## config.mk

```make
export PLATFORM = sky130hd
export DESIGN_NAME = tft_init_sequencer
export DESIGN_NICKNAME = d
export VERILOG_FILES = /design/src/rtl/tft_init_sequencer.sv
export SDC_FILE = /design/constraint.sdc
export NUM_CORES = 1
export LEC_CHECK = 0
export CORE_MARGIN = 2
export CORE_UTILIZATION = 55
export CTS_CLUSTER_DIAMETER = 60
export DETAILED_ROUTE_END_ITERATION = 8
export GPL_TIMING_DRIVEN = 0
export HOLD_SLACK_MARGIN = 0.08
export PLACE_DENSITY_LB_ADDON = 0.3
export SLEW_MARGIN = 20
export SYNTH_ARGS = -nofsm -noshare
export SYNTH_HDL_FRONTEND = slang
export SYNTH_SLANG_ARGS = --single-unit
export TNS_END_PERCENT = 100
```

## constraint.sdc

```tcl
create_clock -name spiClk -period 5.65 [get_ports spiClk]
set_clock_uncertainty 0.1 [all_clocks]
set_input_delay 1.4125 -clock spiClk [delete_from_list [all_inputs] [get_ports spiClk]]
set_output_delay 1.4125 -clock spiClk [all_outputs]
set_load 0.02 [all_outputs]
```

## src/rtl/tft_init_sequencer.sv

```systemverilog
// rtl/tft_init_sequencer.sv - TFT panel reset/init sequencer and RGB565 frame streamer
// Sole writer of the 9-bit {dc, byte} serializer word and its one-cycle load strobe.
module tft_init_sequencer #(
   parameter int RESET_CYCLES = 1000,
   parameter int DELAY_UNIT   = 1000
) (
   input  logic        spiClk,
   input  logic        resetN,
   output logic        tft_rst_n,
   output logic [8:0]  spi_data,
   output logic        spi_dataAvailable,
   input  logic        spi_idle,
   input  logic        frame_start,
   input  logic [15:0] pix_data,
   input  logic        pix_valid,
   input  logic        pix_last,
   output logic        pix_ready,
   output logic        init_done,
   output logic        busy
);

   localparam int DELAY_MAX = 255 * DELAY_UNIT;
   localparam int COUNT_MAX = (DELAY_MAX > RESET_CYCLES) ? DELAY_MAX : RESET_CYCLES;
   localparam int CW        = $clog2(COUNT_MAX + 1);

   localparam logic [CW-1:0] RST_LAST = CW'(RESET_CYCLES - 1);
   localparam logic [CW-1:0] UNIT     = CW'(DELAY_UNIT);

   localparam logic [3:0] S_HW_RST    = 4'd0;
   localparam logic [3:0] S_RST_WAIT  = 4'd1;
   localparam logic [3:0] S_FETCH     = 4'd2;
   localparam logic [3:0] S_SEND      = 4'd3;
   localparam logic [3:0] S_WAIT_BUSY = 4'd4;
   localparam logic [3:0] S_WAIT_DONE = 4'd5;
   localparam logic [3:0] S_DELAY     = 4'd6;
   localparam logic [3:0] S_READY     = 4'd7;
   localparam logic [3:0] S_PIX_WAIT  = 4'd8;

   localparam logic [1:0] OP_DELAY = 2'b10;
   localparam logic [1:0] OP_END   = 2'b11;

   // Frame steps: which word of the frame just finished on the wire.
   localparam logic [1:0] STEP_CMD = 2'd0;
   localparam logic [1:0] STEP_HI  = 2'd1;

   logic [3:0]    state;
   logic [CW-1:0] cnt;
   logic [3:0]    idx;
   logic [8:0]    word;
   logic          in_frame;
   logic [1:0]    step;
   logic [7:0]    pix_lo;
   logic          last;
   logic [9:0]    entry;

   function automatic logic [9:0] table_entry(input logic [3:0] i);
      case (i)
         4'd0:    table_entry = {2'b00, 8'h01};
         4'd1:    table_entry = {2'b10, 8'd150};
         4'd2:    table_entry = {2'b00, 8'h11};
         4'd3:    table_entry = {2'b10, 8'd120};
         4'd4:    table_entry = {2'b00, 8'h3A};
         4'd5:    table_entry = {2'b01, 8'h55};
         4'd6:    table_entry = {2'b00, 8'h36};
         4'd7:    table_entry = {2'b01, 8'h48};
         4'd8:    table_entry = {2'b00, 8'h29};
         default: table_entry = {2'b11, 8'h00};
      endcase
   endfunction

   always_comb begin
      entry = table_entry(idx);
   end

   always_ff @(posedge spiClk) begin
      if (!resetN) begin
         state     <= S_HW_RST;
         cnt       <= '0;
         idx       <= '0;
         word      <= '0;
         in_frame  <= 1'b0;
         step      <= STEP_CMD;
         pix_lo    <= '0;
         last      <= 1'b0;
         init_done <= 1'b0;
      end else begin
         case (state)
            S_HW_RST: begin
               if (cnt == RST_LAST) begin
                  cnt   <= '0;
                  state <= S_RST_WAIT;
               end else begin
                  cnt <= cnt + 1'b1;
               end
            end
            S_RST_WAIT: begin
               if (cnt == RST_LAST) begin
                  cnt   <= '0;
                  state <= S_FETCH;
               end else begin
                  cnt <= cnt + 1'b1;
               end
            end
            S_FETCH: begin
               case (entry[9:8])
                  OP_DELAY: begin
                     cnt   <= CW'(entry[7:0]) * UNIT;
                     state <= S_DELAY;
                  end
                  OP_END: begin
                     init_done <= 1'b1;
                     state     <= S_READY;
                  end
                  default: begin
                     // op[0] doubles as dc: 00 = command, 01 = data.
                     word     <= {entry[8], entry[7:0]};
                     in_frame <= 1'b0;
                     state    <= S_SEND;
                  end
               endcase
            end
            S_SEND: begin
               if (spi_idle) state <= S_WAIT_BUSY;
            end
            S_WAIT_BUSY: begin
               if (!spi_idle) state <= S_WAIT_DONE;
            end
            S_WAIT_DONE: begin
               if (spi_idle) begin
                  if (!in_frame) begin
                     idx   <= idx + 1'b1;
                     state <= S_FETCH;
                  end else if (step == STEP_CMD) begin
                     state <= S_PIX_WAIT;
                  end else if (step == STEP_HI) begin
                     word  <= {1'b1, pix_lo};
                     step  <= 2'd2;
                     state <= S_SEND;
                  end else begin
                     state <= last ? S_READY : S_PIX_WAIT;
                  end
               end
            end
            S_DELAY: begin
               if (cnt == '0) begin
                  idx   <= idx + 1'b1;
                  state <= S_FETCH;
               end else begin
                  cnt <= cnt - 1'b1;
               end
            end
            S_READY: begin
               if (frame_start) begin
                  word     <= 9'h02C;
                  in_frame <= 1'b1;
                  step     <= STEP_CMD;
                  state    <= S_SEND;
               end
            end
            S_PIX_WAIT: begin
               if (pix_valid) begin
                  word   <= {1'b1, pix_data[15:8]};
                  pix_lo <= pix_data[7:0];
                  last   <= pix_last;
                  step   <= STEP_HI;
                  state  <= S_SEND;
               end
            end
            default: state <= S_HW_RST;
         endcase
      end
   end

   // Strobe is gated by idle directly so it can never fire into a busy serializer.
   assign spi_dataAvailable = (state == S_SEND) && spi_idle;
   assign spi_data          = word;
   assign tft_rst_n         = (state != S_HW_RST);
   assign pix_ready         = (state == S_PIX_WAIT);
   assign busy              = (state != S_READY);

endmodule

```

==> flow_summary_export.csv, run 1 <==
group,metric,value,unit
synthesis,yosys_register_bits,58,
synthesis,synth-xor-area-share,0.0275,
final_layout,fin_area,5800,µm²
grt,gr-total-overflow,0,
power,p_per_area,160,nW/µm²
drt,via_per_inst,6.18,
synthesis,synth_ff_type,"dfxtp_1",
setup_path,reg2regPathDepth,14,
cts,htreeDepth,3,
placed_design,gp_congestion,0.959,
sta,fin_crit,4.70,ns
cts,cts_tree,"yes",
grt,grt_max_degree,12,
synthesis,yosysSeqAreaShare,0.228,
setup_path,path_class,"flip-flop to output pin",
setup_path,crit_slowest_cell,"or4b_2",
synthesis,synth.avg_cell_area,8.01,µm²
setup_path,cp-start-kind,"flip-flop",
setup_path,path_cells,"clkbuf_1, or4b_2, inv_1, clkbuf_1, buf_1, clkdlybuf4s50_1",
power,cellLeakagePower,2.37,nW
setup_path,crit_path_end_kind,"output pin",
setup_path,worst-path-buf-inv,5,
cts,clock_latency,0.34,ns
drt,firstDrtPassIters,5,
sta,hold_viol,0,
synthesis,yosys-top-cells-area,"dfxtp_1 (23%), ha_1 (11%), fa_1 (8.2%), a21oi_1 (5.2%), inv_1 (3.9%)",
floorplan,die_x,100,µm
cts,cts_root_buf,"clkbuf_8",
setup_path,timing.rr.end,"cnt[15]$_SDFFE_PN0P_",
final_layout,layout-drive-gt1-share,0.0758,
sta,rsz0062_at_grt,"no",
cts,numCtsBuffers,9,
drt,drt_wl_total,13600,µm
synthesis,synth_top_area_frac,0.228,
synthesis,synth_cell_types,77,
setup_path,startpoint,"state[2]$_SDFFE_PN0P_",
final_layout,mostFrequentLayoutCell,"dfxtp_1",
hold_path,hp-start,"pix_lo[4]$_SDFFE_PN0P_",
drt,routedWlPerCell,17.1,µm
synthesis,syn_nets,724,
hold_path,hold-path-endpoint,"pix_lo[4]$_SDFFE_PN0P_",
synthesis,synth_area,5100,µm²
sta,finalCritPeriodShare,0.832,
hold_path,hp-class,"flip-flop to flip-flop",
grt,grt_pass1_vias,4701,
placed_design,dp_cells,781,
hold_path,hold_depth,2,
sta,timing.hold.ws,0.364,ns
drt,drt_iter0_drc,400,
grt,grt_pass1_wl,22500,µm
drt,dr_total_vias,4925,
cts,cts.sinks,58,
setup_path,cp_data_arrival_time,3.19,ns
setup_path,cp_max_fo,10,
final_layout,final_cells,797,
sta,finalSetupTns,0,ns
setup_path,crit_family,"buffers and inverters",
cts,clockBufferDepth,2,
synthesis,async_reset_ff_frac,0,
floorplan,initial_core_util,0.559,
synthesis,muxShareOfSynthArea,0.0162,
synthesis,syn_inst,636,
run,cap_violations,0,
cts,hold_buffers,0,
floorplan,io_pins,36,
final_layout,final_nets,769,
sta,setup_viol,0,
sta,slew_violations,0,
synthesis,synth_edf_count,0,
setup_path,required,4.14,ns
setup_path,r2r-start,"entry[1]$_SDFF_PP0_",
synthesis,synthAdderAreaFrac,0.193,
setup_path,critPathMaxStageDelay,0.78,ns
drt,drc,0,
sta,worst_pin_slew,0.823,ns
floorplan,num_rows,35,
sta,max_freq,213,MHz
placed_design,io_buffers,34,
cts,cts.repair.resized,0,
final_layout,fill_cells,772,
synthesis,synth_top_cell_by_area,"dfxtp_1",
floorplan,core,9110,µm²
cts,clkTransAtPathRegs,0.07,ns
sta,maxSlewHeadroom,0.444,
power,p_total,928,µW
final_layout,final_cell_mix,"dfxtp_1 (58), inv_1 (53), a21oi_1 (53), nor2_1 (52), nand2_1 (49)",
floorplan,die_height,100,µm
synthesis,synth_compound_area_frac,0.232,
placed_design,post-dp-hpwl,10400,µm
power,peakVddDrop,0.148,mV
placed_design,dpl_cell_area,5580,µm²
floorplan,die-area,10100,µm²
cts,post-cts-setup-buffers,0,
final_layout,n_antenna_cell,0,
final_layout,area_growth,13.9,%
grt,grt_use_total,0.278,
drt,detail-route-antenna-nets,0,
setup_path,reg2reg_slack,1.25,ns
synthesis,yosys_warnings,0,
grt,antenna_found_initial,0,
setup_path,worst_path_most_repeated_cell,"clkbuf_1",
synthesis,synth_top_family_by_area,"compound AO/OA/AOI/OAI gates",
synthesis,yosys.area_share.simple,0.225,
run_status,outcome,"completed",
[layout make-up]
class	instances	area [µm²]	share of cell area
multi-input cells	485	3530	0.609
flip-flops and latches	58	1160	0.200
repair buffers	34	340	0.0586
inverters	54	203	0.0349
plain buffers	39	199	0.0343
well taps	111	139	0.0239
clock buffers	10	138	0.0237
clock inverters	6	90.1	0.0155
[kinds of logic (layout without fill, tap and decap cells)]
family          Yosys count  in the layout
xor+xnor                 16             16
fa+ha+maj                66             66
mux                       7              7
simple gates            222            222
buf+inv                  93            143
flops                    58             58
compound gates          174            174
[worst register-to-register path, cell delays in order (launching register included)]
cell      delay, ns
dfxtp_1        0.57
fa_1           0.55
xor2_1         0.17
ha_1           0.28
inv_1          0.05
fa_1           0.47
fa_1           0.51
inv_1          0.04
ha_1           0.35
a21o_1         0.18
a21oi_1        0.23
nand2_1        0.14
a221oi_1       0.34
nand3_1        0.12
a41oi_1        0.22
[synth_stat cells, drive strengths merged, types with 9 or more instances]
library cell,count
o22ai,9
a21oi,54
nor2,53
a31oi,11
clkbuf,24
buf,15
dfxtp,58
fa,21
nor2b,10
nand3,27
ha,45
inv,54
xnor2,10
nor3,25
nand2,49
nor4,9
o21ai,31
[flip-flops by register name, summed over array words and instances (netlist names)]
register   count
in_frame       1
idx            4
state          4
cnt           18
entry         10
spi_data       9
init_done      1
step           2
pix_lo         8
last           1
[worst max path at each step]
stage	slack, ns	end	depth (start not counted)
after global routing	0.74	pix_ready	6
after detailed placement	1.27	cnt[15]$_SDFFE_PN0P_	14
final	0.95	pix_ready	6
after CTS	0.98	pix_ready	6
after global placement	1.33	cnt[15]$_SDFFE_PN0P_	14
after floorplan	1.65	cnt[17]$_SDFFE_PN0P_	13
[power breakdown]
part	switching, mW	internal (mW)
registers	0.00381	0.411
logic	0.0395	0.0328
clock network	0.180	0.261
total	0.224	0.705
[stage by stage]
step	setup slack [ns]	util
final	0.948	0.637
after global routing	0.739	0.637
after CTS	0.984	0.637
after global placement	1.33	0.612
after floorplan	1.65	-
after detailed placement	1.27	0.612
[layer usage]
layer,global-route usage,vias to the layer above,share of wire
met5,0,-,0
met4,0.103,0,0.019
met3,0.0501,29,0.068
met2,0.440,200,0.47
met1,0.378,2313,0.44
li1,-,2383,-
Note: power is estimated with default switching activity, not from simulation.
==> run 2: changes to the inputs <==
==> constraint.sdc (replaced) <==
create_clock -name spiClk -period 3.75 [get_ports spiClk]
set_clock_uncertainty 0.1 [all_clocks]
set_input_delay 0.9375 -clock spiClk [delete_from_list [all_inputs] [get_ports spiClk]]
set_output_delay 0.9375 -clock spiClk [all_outputs]
set_load 0.02 [all_outputs]
==> run 2 against run 1 <==
The run now ends with negative setup slack left. Sequential power increased by 49%. Combinational power is 49% higher. Non-clock buffer count up 15. Critical path type is now flip-flop to flip-flop. Highest routed layer unchanged.
==> flow_summary_export.csv, run 2 (synthesis gave the netlist of run 1 again) <==
group,metric,value,unit
run_status,outcome,"complete, but fails checks",
run_status,violations,"negative setup slack",
sta,timing.hold.ws,0.366,ns
power,p_per_area,236,nW/µm²
floorplan,die-area,10100,µm²
final_layout,fill_cells,737,
floorplan,num_rows,35,
placed_design,gp_congestion,0.930,
hold_path,hp-class,"flip-flop to flip-flop",
setup_path,crit_path_end_kind,"flip-flop",
placed_design,io_buffers,34,
setup_path,crit_slowest_cell,"fa_1",
sta,slew_violations,0,
drt,detail-route-antenna-nets,0,
drt,firstDrtPassIters,7,
cts,clkTransAtPathRegs,0.08,ns
sta,finalSetupTns,-0.776,ns
sta,hold_viol,0,
final_layout,mostFrequentLayoutCell,"nor2_1",
final_layout,final_cell_mix,"nor2_1 (52), a21oi_1 (51), dfxtp_1 (51), nand2_1 (48), inv_1 (45)",
setup_path,reg2reg_slack,-0.15,ns
sta,setup_viol,8,
setup_path,cp_data_arrival_time,4.10,ns
cts,clock_latency,0.37,ns
drt,drc,0,
final_layout,final_core_util,0.679,
floorplan,initial_core_util,0.559,
grt,antenna_found_initial,0,
setup_path,cp_max_fo,4,
grt,grt_max_degree,13,
floorplan,core,9110,µm²
placed_design,dpl_cell_area,5650,µm²
final_layout,area_growth,21.3,%
setup_path,path_cells,"fa_1, inv_1, fa_1, fa_1, fa_1, inv_2, ha_4, nand4_1, nand2_2, a221oi_4, or3_1, a41oi_2",
setup_path,path_class,"flip-flop to flip-flop",
cts,cts_tree,"yes",
cts,htreeDepth,3,
final_layout,fin_area,6180,µm²
setup_path,worst_path_most_repeated_cell,"fa_1",
setup_path,critPathMaxStageDelay,0.53,ns
drt,drt_wl_total,14900,µm
sta,max_freq,256,MHz
cts,hold_buffers,0,
power,cellLeakagePower,2.45,nW
floorplan,die_height,100,µm
setup_path,cp-start-kind,"flip-flop",
drt,drt_iter0_drc,360,
cts,cts.sinks,58,
grt,grt_pass1_wl,24400,µm
sta,worst_pin_slew,0.764,ns
cts,clockBufferDepth,2,
final_layout,largest_register,"cnt",
drt,dr_total_vias,5148,
sta,fin_crit,3.90,ns
cts,cts_root_buf,"clkbuf_8",
run,cap_violations,0,
sta,maxSlewHeadroom,0.484,
sta,layout_setup_ws,-0.152,ns
setup_path,crit_family,"adder cells",
floorplan,io_pins,36,
cts,numCtsBuffers,9,
grt,grt_pass1_vias,5040,
grt,grt_use_total,0.304,
placed_design,post-dp-hpwl,10700,µm
sta,finalCritPeriodShare,1.04,
setup_path,worst-path-buf-inv,2,
floorplan,die_x,100,µm
final_layout,layout-drive-gt1-share,0.155,
setup_path,required,3.95,ns
final_layout,n_antenna_cell,0,
grt,gr-total-overflow,0,
final_layout,final_nets,784,
final_layout,largest_reg_flops,18,
drt,routedWlPerCell,18.4,µm
power,p_total,1.46,mW
drt,via_per_inst,6.34,
power,peakVddDrop,0.186,mV
sta,rsz0062_at_grt,"yes",
-- run 2: cell count changes in the layout (fill, tap and decap cells not counted), moves of 3 or more --
cell,delta
buf_4,+15
ha_1,-8
inv_1,-8
dfxtp_1,-7
dfxtp_4,+7
ha_4,+7
inv_2,+7
nor3_1,-3
nor3_2,+3
-- run 2: worst min-delay path, stage by stage, from the launching register on --
cell     delay [ns]
dfxtp_1        0.31
nand2_1        0.05
a21oi_1        0.06
-- run 2: area by class of cell --
type,count,area [µm²],share of cell area
tap,111,139,0.0225
buffer,38,196,0.0318
clock buffer,10,149,0.0241
multi-input combinational,485,3750,0.606
inverter,54,206,0.0334
timing repair buffer,50,464,0.0751
sequential,58,1190,0.192
clock inverter,6,95.1,0.0154
-- run 2: worst paths after layout --
| kind | startpoint | to | depth (start not counted) |
|---|---|---|---|
| setup / recovery | entry[1]$_SDFF_PP0_ | cnt[15]$_SDFFE_PN0P_ | 12 |
| setup reg to reg | entry[1]$_SDFF_PP0_ | cnt[15]$_SDFFE_PN0P_ | 12 |
| hold reg to reg | pix_lo[2]$_SDFFE_PN0P_ | pix_lo[2]$_SDFFE_PN0P_ | 2 |
| hold / removal | pix_lo[2]$_SDFFE_PN0P_ | pix_lo[2]$_SDFFE_PN0P_ | 2 |
-- run 2: layer usage --
metal  routed length [µm]  part of all wire  GRT usage  vias up
met1                 6180              0.41      0.383     2451
met5                    0                 0          0        -
met2                 7170              0.48      0.501      236
li1                     -                 -          -     2408
met3                 1040             0.070     0.0550       53
met4                  526             0.035      0.146        0
-- run 2: through the flow --
step	std cells	worst slack, ns
2_1_floorplan	636	0.00510
3_3_place_gp	781	-0.311
3_5_place_dp	781	-0.375
4_1_cts	808	-0.157
5_1_grt	812	-0.279
6_report	812	-0.152
-- run 2: power by group --
part           internal [mW]  switching [mW]
Combinational         0.0494          0.0588
Clock                  0.420           0.309
Sequential             0.614         0.00527
Total                   1.08           0.373
-- run 2: repair_timing --
item,in CTS,in global routing
hold endpoints to repair,0,0
resized for setup,20,17
endpoints found under the setup margin,9,9
setup buffers,12,4
pin swaps,19,14
